### src/rtl/id_hazard_scoreboard.sv
// Decode-stage hazard/forwarding scoreboard: per-register in-flight write tracking by age and producer latency.
// Optional stall statistics counters are enabled with `define SB_STALL_STATS_EN.

module sb_entry #(
  parameter int PIPE_DEPTH = 3,
  parameter int SEL_W      = 2
) (
  input  logic             i_clk,
  input  logic             i_rst,
  input  logic             i_wr,
  input  logic             i_flush,
  input  logic [SEL_W-1:0] i_lat,
  output logic             o_busy,
  output logic [SEL_W-1:0] o_age,
  output logic [SEL_W-1:0] o_lat
);
  logic             r_busy;
  logic [SEL_W-1:0] r_age;
  logic [SEL_W-1:0] r_lat;

  // A new write overrides aging of the older producer (youngest writer wins).
  always_ff @(posedge i_clk or posedge i_rst) begin
    if (i_rst) begin
      r_busy <= 1'b0;
      r_age  <= '0;
      r_lat  <= '0;
    end else if (i_wr) begin
      r_busy <= 1'b1;
      r_age  <= SEL_W'(1);
      r_lat  <= i_lat;
    end else if (i_flush) begin
      r_busy <= 1'b0;
    end else if (r_busy) begin
      if (r_age == SEL_W'(PIPE_DEPTH)) r_busy <= 1'b0;
      else                             r_age  <= r_age + SEL_W'(1);
    end
  end

  assign o_busy = r_busy;
  assign o_age  = r_age;
  assign o_lat  = r_lat;
endmodule

module id_hazard_scoreboard #(
  parameter int NUM_REGS   = 32,
  parameter int PIPE_DEPTH = 3,
  parameter int ALU_LAT    = 1,
  parameter int LD_LAT     = 2,
  parameter int MUL_LAT    = 3,
  localparam int IDX_W     = $clog2(NUM_REGS),
  localparam int SEL_W     = $clog2(PIPE_DEPTH + 1)
) (
  input  logic             i_clk,
  input  logic             i_rst,
  input  logic             i_issue_valid,
  input  logic             i_issue_reg_wr,
  input  logic [IDX_W-1:0] i_issue_dest_idx,
  input  logic [1:0]       i_issue_class,
  input  logic [IDX_W-1:0] i_ra_idx,
  input  logic [IDX_W-1:0] i_rb_idx,
  input  logic             i_ra_used,
  input  logic             i_rb_used,
  input  logic             i_flush,
  output logic [SEL_W-1:0] o_fwd_sel_a,
  output logic [SEL_W-1:0] o_fwd_sel_b,
  output logic             o_stall
`ifdef SB_STALL_STATS_EN
  ,
  output logic [31:0]      o_stall_cycles,
  output logic [31:0]      o_load_use_stalls
`endif
);
  typedef struct packed {
    logic             stall;
    logic [SEL_W-1:0] sel;
  } lookup_t;

  if (ALU_LAT < 1 || ALU_LAT > PIPE_DEPTH || LD_LAT < 1 || LD_LAT > PIPE_DEPTH ||
      MUL_LAT < 1 || MUL_LAT > PIPE_DEPTH) begin : g_bad_lat
    $error("id_hazard_scoreboard: every *_LAT must lie in 1..PIPE_DEPTH");
  end

  logic [NUM_REGS-1:0]            w_busy;
  logic [NUM_REGS-1:0][SEL_W-1:0] w_age;
  logic [NUM_REGS-1:0][SEL_W-1:0] w_lat;
  logic                           w_issue;
  logic [SEL_W-1:0]               w_cls_lat;
  lookup_t                        w_look_a, w_look_b;

  always_comb begin
    w_cls_lat = SEL_W'(MUL_LAT);
    case (i_issue_class)
      2'd0:    w_cls_lat = SEL_W'(ALU_LAT);
      2'd1:    w_cls_lat = SEL_W'(LD_LAT);
      default: w_cls_lat = SEL_W'(MUL_LAT);
    endcase
  end

  assign w_issue = i_issue_valid & ~o_stall & i_issue_reg_wr & (i_issue_dest_idx != '0) & ~i_flush;

  // x0 is hard-wired idle so lookups of it can never hit.
  assign w_busy[0] = 1'b0;
  assign w_age[0]  = '0;
  assign w_lat[0]  = '0;

  for (genvar r = 1; r < NUM_REGS; r++) begin : g_ent
    sb_entry #(.PIPE_DEPTH(PIPE_DEPTH), .SEL_W(SEL_W)) u_ent (
      .i_clk   (i_clk),
      .i_rst   (i_rst),
      .i_wr    (w_issue && (i_issue_dest_idx == IDX_W'(r))),
      .i_flush (i_flush),
      .i_lat   (w_cls_lat),
      .o_busy  (w_busy[r]),
      .o_age   (w_age[r]),
      .o_lat   (w_lat[r])
    );
  end

  function automatic lookup_t lookup(input logic used, input logic [IDX_W-1:0] idx,
                                     input logic [NUM_REGS-1:0] busy,
                                     input logic [NUM_REGS-1:0][SEL_W-1:0] age,
                                     input logic [NUM_REGS-1:0][SEL_W-1:0] lat);
    lookup_t res;
    res = '0;
    if (used && idx != '0 && busy[idx]) begin
      if (age[idx] >= lat[idx]) res.sel   = age[idx];
      else                      res.stall = 1'b1;
    end
    return res;
  endfunction

  always_comb begin
    w_look_a = lookup(i_ra_used, i_ra_idx, w_busy, w_age, w_lat);
    w_look_b = lookup(i_rb_used, i_rb_idx, w_busy, w_age, w_lat);
  end

  assign o_fwd_sel_a = w_look_a.sel;
  assign o_fwd_sel_b = w_look_b.sel;
  assign o_stall     = w_look_a.stall | w_look_b.stall;

`ifdef SB_STALL_STATS_EN
  logic [NUM_REGS-1:0] r_is_ld;
  logic [31:0]         r_stall_cycles;
  logic [31:0]         r_load_use_stalls;
  logic                w_ld_block;

  always_ff @(posedge i_clk or posedge i_rst) begin
    if (i_rst)        r_is_ld <= '0;
    else if (w_issue) r_is_ld[i_issue_dest_idx] <= (i_issue_class == 2'd1);
  end

  assign w_ld_block = (w_look_a.stall & r_is_ld[i_ra_idx]) | (w_look_b.stall & r_is_ld[i_rb_idx]);

  // Counters saturate rather than wrap; flush does not touch them.
  always_ff @(posedge i_clk or posedge i_rst) begin
    if (i_rst) begin
      r_stall_cycles    <= '0;
      r_load_use_stalls <= '0;
    end else if (o_stall) begin
      if (r_stall_cycles != 32'hFFFF_FFFF)                   r_stall_cycles    <= r_stall_cycles + 32'd1;
      if (w_ld_block && r_load_use_stalls != 32'hFFFF_FFFF) r_load_use_stalls <= r_load_use_stalls + 32'd1;
    end
  end

  assign o_stall_cycles    = r_stall_cycles;
  assign o_load_use_stalls = r_load_use_stalls;
`endif
endmodule

### config.mk
export PLATFORM = sky130hd
export DESIGN_NAME = id_hazard_scoreboard
export DESIGN_NICKNAME = d
export VERILOG_FILES = /design/src/rtl/id_hazard_scoreboard.sv
export SDC_FILE = /design/constraint.sdc
export NUM_CORES = 1
export LEC_CHECK = 0
export ABC_CLOCK_PERIOD_IN_PS = 6400
export BUFFER_PORTS_ARGS = -buffer_cell sky130_fd_sc_hd__buf_2
export CAP_MARGIN = 10
export CORE_UTILIZATION = 63
export CTS_CLUSTER_DIAMETER = 150
export DETAILED_ROUTE_END_ITERATION = 10
export PLACE_DENSITY = 0.81
export SLEW_MARGIN = 40
export SYNTH_ARGS = -nofsm -noshare
export SYNTH_HDL_FRONTEND = slang
export SYNTH_SLANG_ARGS = --single-unit
### constraint.sdc
create_clock -name i_clk -period 6.4 [get_ports i_clk]
set_input_delay 0.96 -clock i_clk [delete_from_list [all_inputs] [get_ports i_clk]]
set_output_delay 0.96 -clock i_clk [all_outputs]
set_load 0.05 [all_outputs]
Word-level counts from Yosys, hierarchy flattened
Cells that the tools add are included.
{"block": "op_classes", "n_eq_ne": 125, "magnitude_cmp": 4, "addsub": 31, "bitwise": 7, "n_mux": 267, "n_reduce_logical": 101}
{"op": "$mux W2", "n": 130}
{"op": "$mux W1", "n": 128}
{"op": "$ne A2 B1 Y1 const B", "n": 62}
{"op": "$reduce_and A3 Y1", "n": 31}
{"op": "$eq A5 B5 Y1 const B", "n": 16}
{"op": "$add A2 B1 Y2 const B", "n": 31}
{"op": "$eq A2 B2 Y1 const B", "n": 31}
{"op": "$reduce_bool A2 Y1", "n": 31}
{"op": "$bmux W2 S5", "n": 4}
{"op": "$eq A5 B4 Y1 const B", "n": 8}
{"op": "$logic_and A1 B1 Y1", "n": 35}
{"op": "$eq A5 B3 Y1 const B", "n": 4}
{"op": "$reduce_bool A5 Y1", "n": 3}
{"op": "$lt A5 B6 Y1 const B", "n": 2}
{"op": "$bmux W1 S5", "n": 2}
{"op": "$eq A5 B2 Y1 const B", "n": 2}
{"op": "$mux W3", "n": 2}
{"op": "$eq A5 B1 Y1 const B", "n": 1}
{"op": "$and A1 B1 Y1", "n": 4}
{"op": "$ge A2 B2 Y1", "n": 2}
{"op": "$pmux W2 S2", "n": 1}
{"op": "$eq A2 B1 Y1 const B", "n": 1}
{"op": "$logic_not A2 Y1", "n": 1}
{"op": "$not A1 Y1", "n": 2}
{"op": "$or A1 B1 Y1", "n": 1}
{"block": "totals", "in_bits": 24, "reg_bits": 155, "output_inout_bits": 5}

Longest topological paths before layout
{"block": "depth", "depth_word": 14, "ltp_mapped": 19}

Cells and area by module
A second synthesis with hierarchy kept.
{"block": "hier_totals", "cells_unflattened": 799, "area_unflattened_um2": 10267.3}
{"module": "sb_entry", "n_inst": 31, "cells_per_inst": 17, "seq_area_each_um2": 125.1, "area_each_um2": 231.5}
{"module": "id_hazard_scoreboard", "n_inst": 1, "cells_per_inst": 272, "seq_area_each_um2": 0.0, "area_each_um2": 3091.7}

Worst setup path after synthesis
OpenSTA, ideal clock, no wires.
{"block": "synth_path", "path_type": "input to output", "from": "input port i_rb_idx[0]", "to": "output port o_fwd_sel_b[0]", "required_ns": 5.440, "t_arrival_ns": 4.549, "path_slack_ns": 0.891, "path_stages": 14, "n_path_buf": 4, "cell_sequence": "buf_2 -> buf_2 -> buf_2 -> buf_2 -> mux4_2 -> mux4_2 -> nor2_1 -> nor2_1 -> ha_1 -> nand2b_1 -> a21o_1 -> and3_1 -> o21ai_0 -> nor2_1"}
{"block": "synth_via", "elab_chain_cells": 5, "word_cells_on_any_way": 12, "cone_classes": "order compare (1); mux (8); reduce/logical (3)"}
{"item": "from (decl)", "line_no": "60", "source": "input logic [IDX_W-1:0] i_rb_idx,"}
{"item": "$bmux W2 S5", "line_no": "126", "source": "if (age[idx] >= lat[idx]) res.sel = age[idx];"}
{"item": "$mux W2 (not written as such)", "line_no": "126"}
{"item": "$ge A2 B2 Y1", "line_no": "126"}
{"item": "$mux W2", "line_no": "126"}
{"item": "$mux W3 *", "line_no": "125", "source": "if (used && idx != '0 && busy[idx]) begin"}
{"item": "to (decl)", "line_no": "65", "source": "output logic [SEL_W-1:0] o_fwd_sel_b,"}
Mark *: on every way between the ends. The rest lies on a longest branch, timed or not. The select of a mux whose other input is x is not followed.

Worst setup path after layout
{"block": "layout_path", "from": "input port i_ra_idx[0]", "to": "output port o_stall"}
{"block": "layout_via", "elab_chain_cells": 6, "word_cells_on_any_way": 13, "cone_classes": "order compare (1); mux (8); bitwise (1); reduce/logical (3)"}
{"item": "from (decl)", "line_no": "59", "source": "input logic [IDX_W-1:0] i_ra_idx,"}
{"item": "$bmux W2 S5", "line_no": "126"}
{"item": "$mux W2 (not written as such)", "line_no": "126"}
{"item": "$ge A2 B2 Y1", "line_no": "126"}
{"item": "$mux W1", "line_no": "126"}
{"item": "$mux W3 *", "line_no": "125"}
{"item": "$or A1 B1 Y1 *", "line_no": "139", "source": "assign o_stall = w_look_a.stall | w_look_b.stall;"}
{"item": "to (decl)", "line_no": "66", "source": "output logic o_stall"}
Marked as above.

==> results.toml <==
[outcome]
status = "finished with violations"
violations = "DRC"

[clock_tree]
cts.clk_slew.worst_paths_ns = 0.06
postCtsSetupBuffers = 0
root_buffer = "clkbuf_16"
cts_buffers = 17
cts_sinks = 155
htreeDepth = 4
cts.repair.resized = 0
clockBufferDepth = 2
ctsHoldBuffers = 0
cts_tree = "done"
clock_latency_ns = 0.44

[sta]
hold_slack_ns = 0.5408
hold_viol = 0
grt_setup_unrepaired = "no"
setup_tns_ns = 0
fin_skew_ns = 0.01088
setup_violations = 0
fin_crit_sh_pct = 86.38
fmaxAchievable_mhz = 180.9
maxSlewViolCount = 0
tightest_slew_ns = 0.8879
layout_min_cycle_time_ns = 5.528
slew_headroom_pct = 40.32

[floorplan]
die_w_um = 124.9
design.core.area_um2 = 14640
pin_count = 29
die_h_um = 124.9
start_util_pct = 65.02
row_count = 44
dieArea_um2 = 15610

[detailed_routing]
drc = 8
vias_per_cell = 7.115
wl_per_cell_um = 26.09
num_vias = 6788
drt_first_pass_iters = 8
ant_nets = 0
totalWireLength_um = 24890
drt_iter0_markers = 844

[logic_synthesis]
synth-edff-count = 0
yosysWarningCount = 0
ys_ff_latch = 155
syn-instance-count = 747
netlist_area_um2 = 9522
ys.flop_type = "dfrtp_1"
avgSynthCellArea_um2 = 12.75
syn-num-nets = 806
synth-async-reset-ratio_pct = 100.0
yosys.cell_types.count = 52
synth_seq_area_share_pct = 40.74

[place]
place_hpwl_um = 17970
dp.cells = 922
gp_congestion = 0.9100
port_buffers = 28
dpl_cell_area_um2 = 9781

[global_routing]
grt_antenna_before_repair = 0
grt_pass1_wl_um = 40540
grt_usage_pct = 34.95
gr-total-overflow = 0
grt_max_degree = 90
grt_pass1_vias = 7187

[layout]
drive_above_1_share_pct = 35.19
fin_area_um2 = 10420
fillers = 966
syn_to_final_growth_pct = 9.421
diodes = 0
layout_commonest_cell = "dfrtp_1"
nets = 816
layout.cells.non_filler = 954
final_cell_mix = "dfrtp_1 (155), mux4_2 (84), mux2_2 (75)"

[worst_hold_path]
hp-class = "reg -> reg"

[flow_run]
max-cap-violations = 0

[worst_setup_path]
critPathKind = "in -> out"
critPathArrivalTime_ns = 4.57
start_kind = "input pin"
cp_max_fo = 25
worst_ep_required_time_ns = 5.44
end_kind = "primary output"

[power_and_ir_drop]
peakVddDrop_uv = 281.4
power_density_nw_per_um2 = 273.7
power_leakage_nw = 4.636
critical path, cell delays in order:
cell and delay, ns:
buf_2 0.46, buf_12 0.29, mux4_2 0.57, mux4_2 0.48, mux2i_1 0.20, ha_1 0.26
nand2b_1 0.14, a21oi_1 0.38, a21boi_4 0.11, inv_2 0.34, buf_2 0.34
final cells by class:
type | instances | area [um2] | share of cell area (%)
clock buffers | 20 | 456.7 | 4.383
flip-flops and latches | 155 | 3879 | 37.23
inverters | 4 | 22.52 | 0.2162
clock inverters | 12 | 160.2 | 1.537
well taps | 184 | 230.2 | 2.210
repair buffers | 37 | 229.0 | 2.198
multi-input cells | 542 | 5441 | 52.23
metrics by stage:
| step | util [%] | worst slack [ns] | total power, W |
|---|---|---|---|
| 5_1_grt | 71.15 | 0.7378 | 0.002964 |
| 6_report | 71.15 | 0.8715 | 0.002851 |
| 2_1_floorplan | - | 0.8909 | 0.001618 |
| 3_3_place_gp | 66.76 | 0.8478 | 0.001747 |
| 4_1_cts | 71.00 | 0.8538 | 0.002848 |
| 3_5_place_dp | 66.79 | 0.8739 | 0.001789 |
report_power, final:
group | switching, W | leakage (nW) | internal [W]
sequential | 0.000161 | 2.07 | 0.00110
combinational | 0.000241 | 2.28 | 0.000291
clock | 0.000423 | 0.290 | 0.000638
sequential cells by signal (all words and copies together) (netlist names):
name / flops
g_ent.u_ent.o_age: 62
g_ent.u_ent.o_lat: 62
g_ent.u_ent.o_busy: 31
routing by layer:
layer  up-vias  routed length [um]  track usage, %
met1      3513                9702           46.73
li1       2817                   -               -
met2       389               11870           54.53
met5         -                   0               0
met4         0                 749           14.13
met3        69                2570           10.06
logic make-up after synthesis:
| kind of cell | after synthesis | share of synthesized area, % |
|---|---|---|
| AND/OR/NAND/NOR | 221 | 12.80 |
| flip-flops | 155 | 40.74 |
| adder cells (fa/ha/maj) | 35 | 4.599 |
| buffers and inverters | 50 | 2.273 |
| AO/OA/AOI/OAI | 67 | 4.849 |
| multiplexers | 188 | 31.89 |
| XOR/XNOR | 31 | 2.852 |
final timing paths:
path                            slack (ns)  cells past startpoint                startpoint                        to
min in group asynchronous             0.62                      2                     i_rst  g_ent[29].u_ent.o_age[0]
max in group asynchronous             4.75                      3                     i_rst     g_ent[5].u_ent.o_busy
worst min register to register        0.54                      1  g_ent[18].u_ent.o_lat[1]  g_ent[18].u_ent.o_lat[1]
worst max register to register        2.33                     11  g_ent[14].u_ent.o_age[1]  g_ent[20].u_ent.o_lat[0]
worst min-delay path                  0.54                      1  g_ent[18].u_ent.o_lat[1]  g_ent[18].u_ent.o_lat[1]
worst max-delay path                  0.87                     11               i_ra_idx[0]                   o_stall
cells in the mapped netlist, types with 6 or more instances:
cell,instances,area (um2)
dfrtp_1,155,3879
mux4_2,84,1892
mux2_2,75,844.6
nor2_1,47,176.4
nand2_1,40,150.1
ha_1,35,437.9
nand2b_1,34,212.7
xnor2_1,29,254.0
mux2i_1,27,270.3
clkbuf_1,24,90.09
or2_2,19,118.9
a21oi_1,18,90.09
nor3b_1,18,135.1
o21ai_0,16,80.08
buf_2,14,70.07
nor2b_1,13,81.33
nand3_1,10,50.05
and3_1,9,56.30
a21boi_0,7,52.55
a22o_1,7,61.31
buf_1,6,22.52
nor3_1,6,30.03
nor3_2,6,60.06
Note: power is estimated with default switching activity, not from simulation.
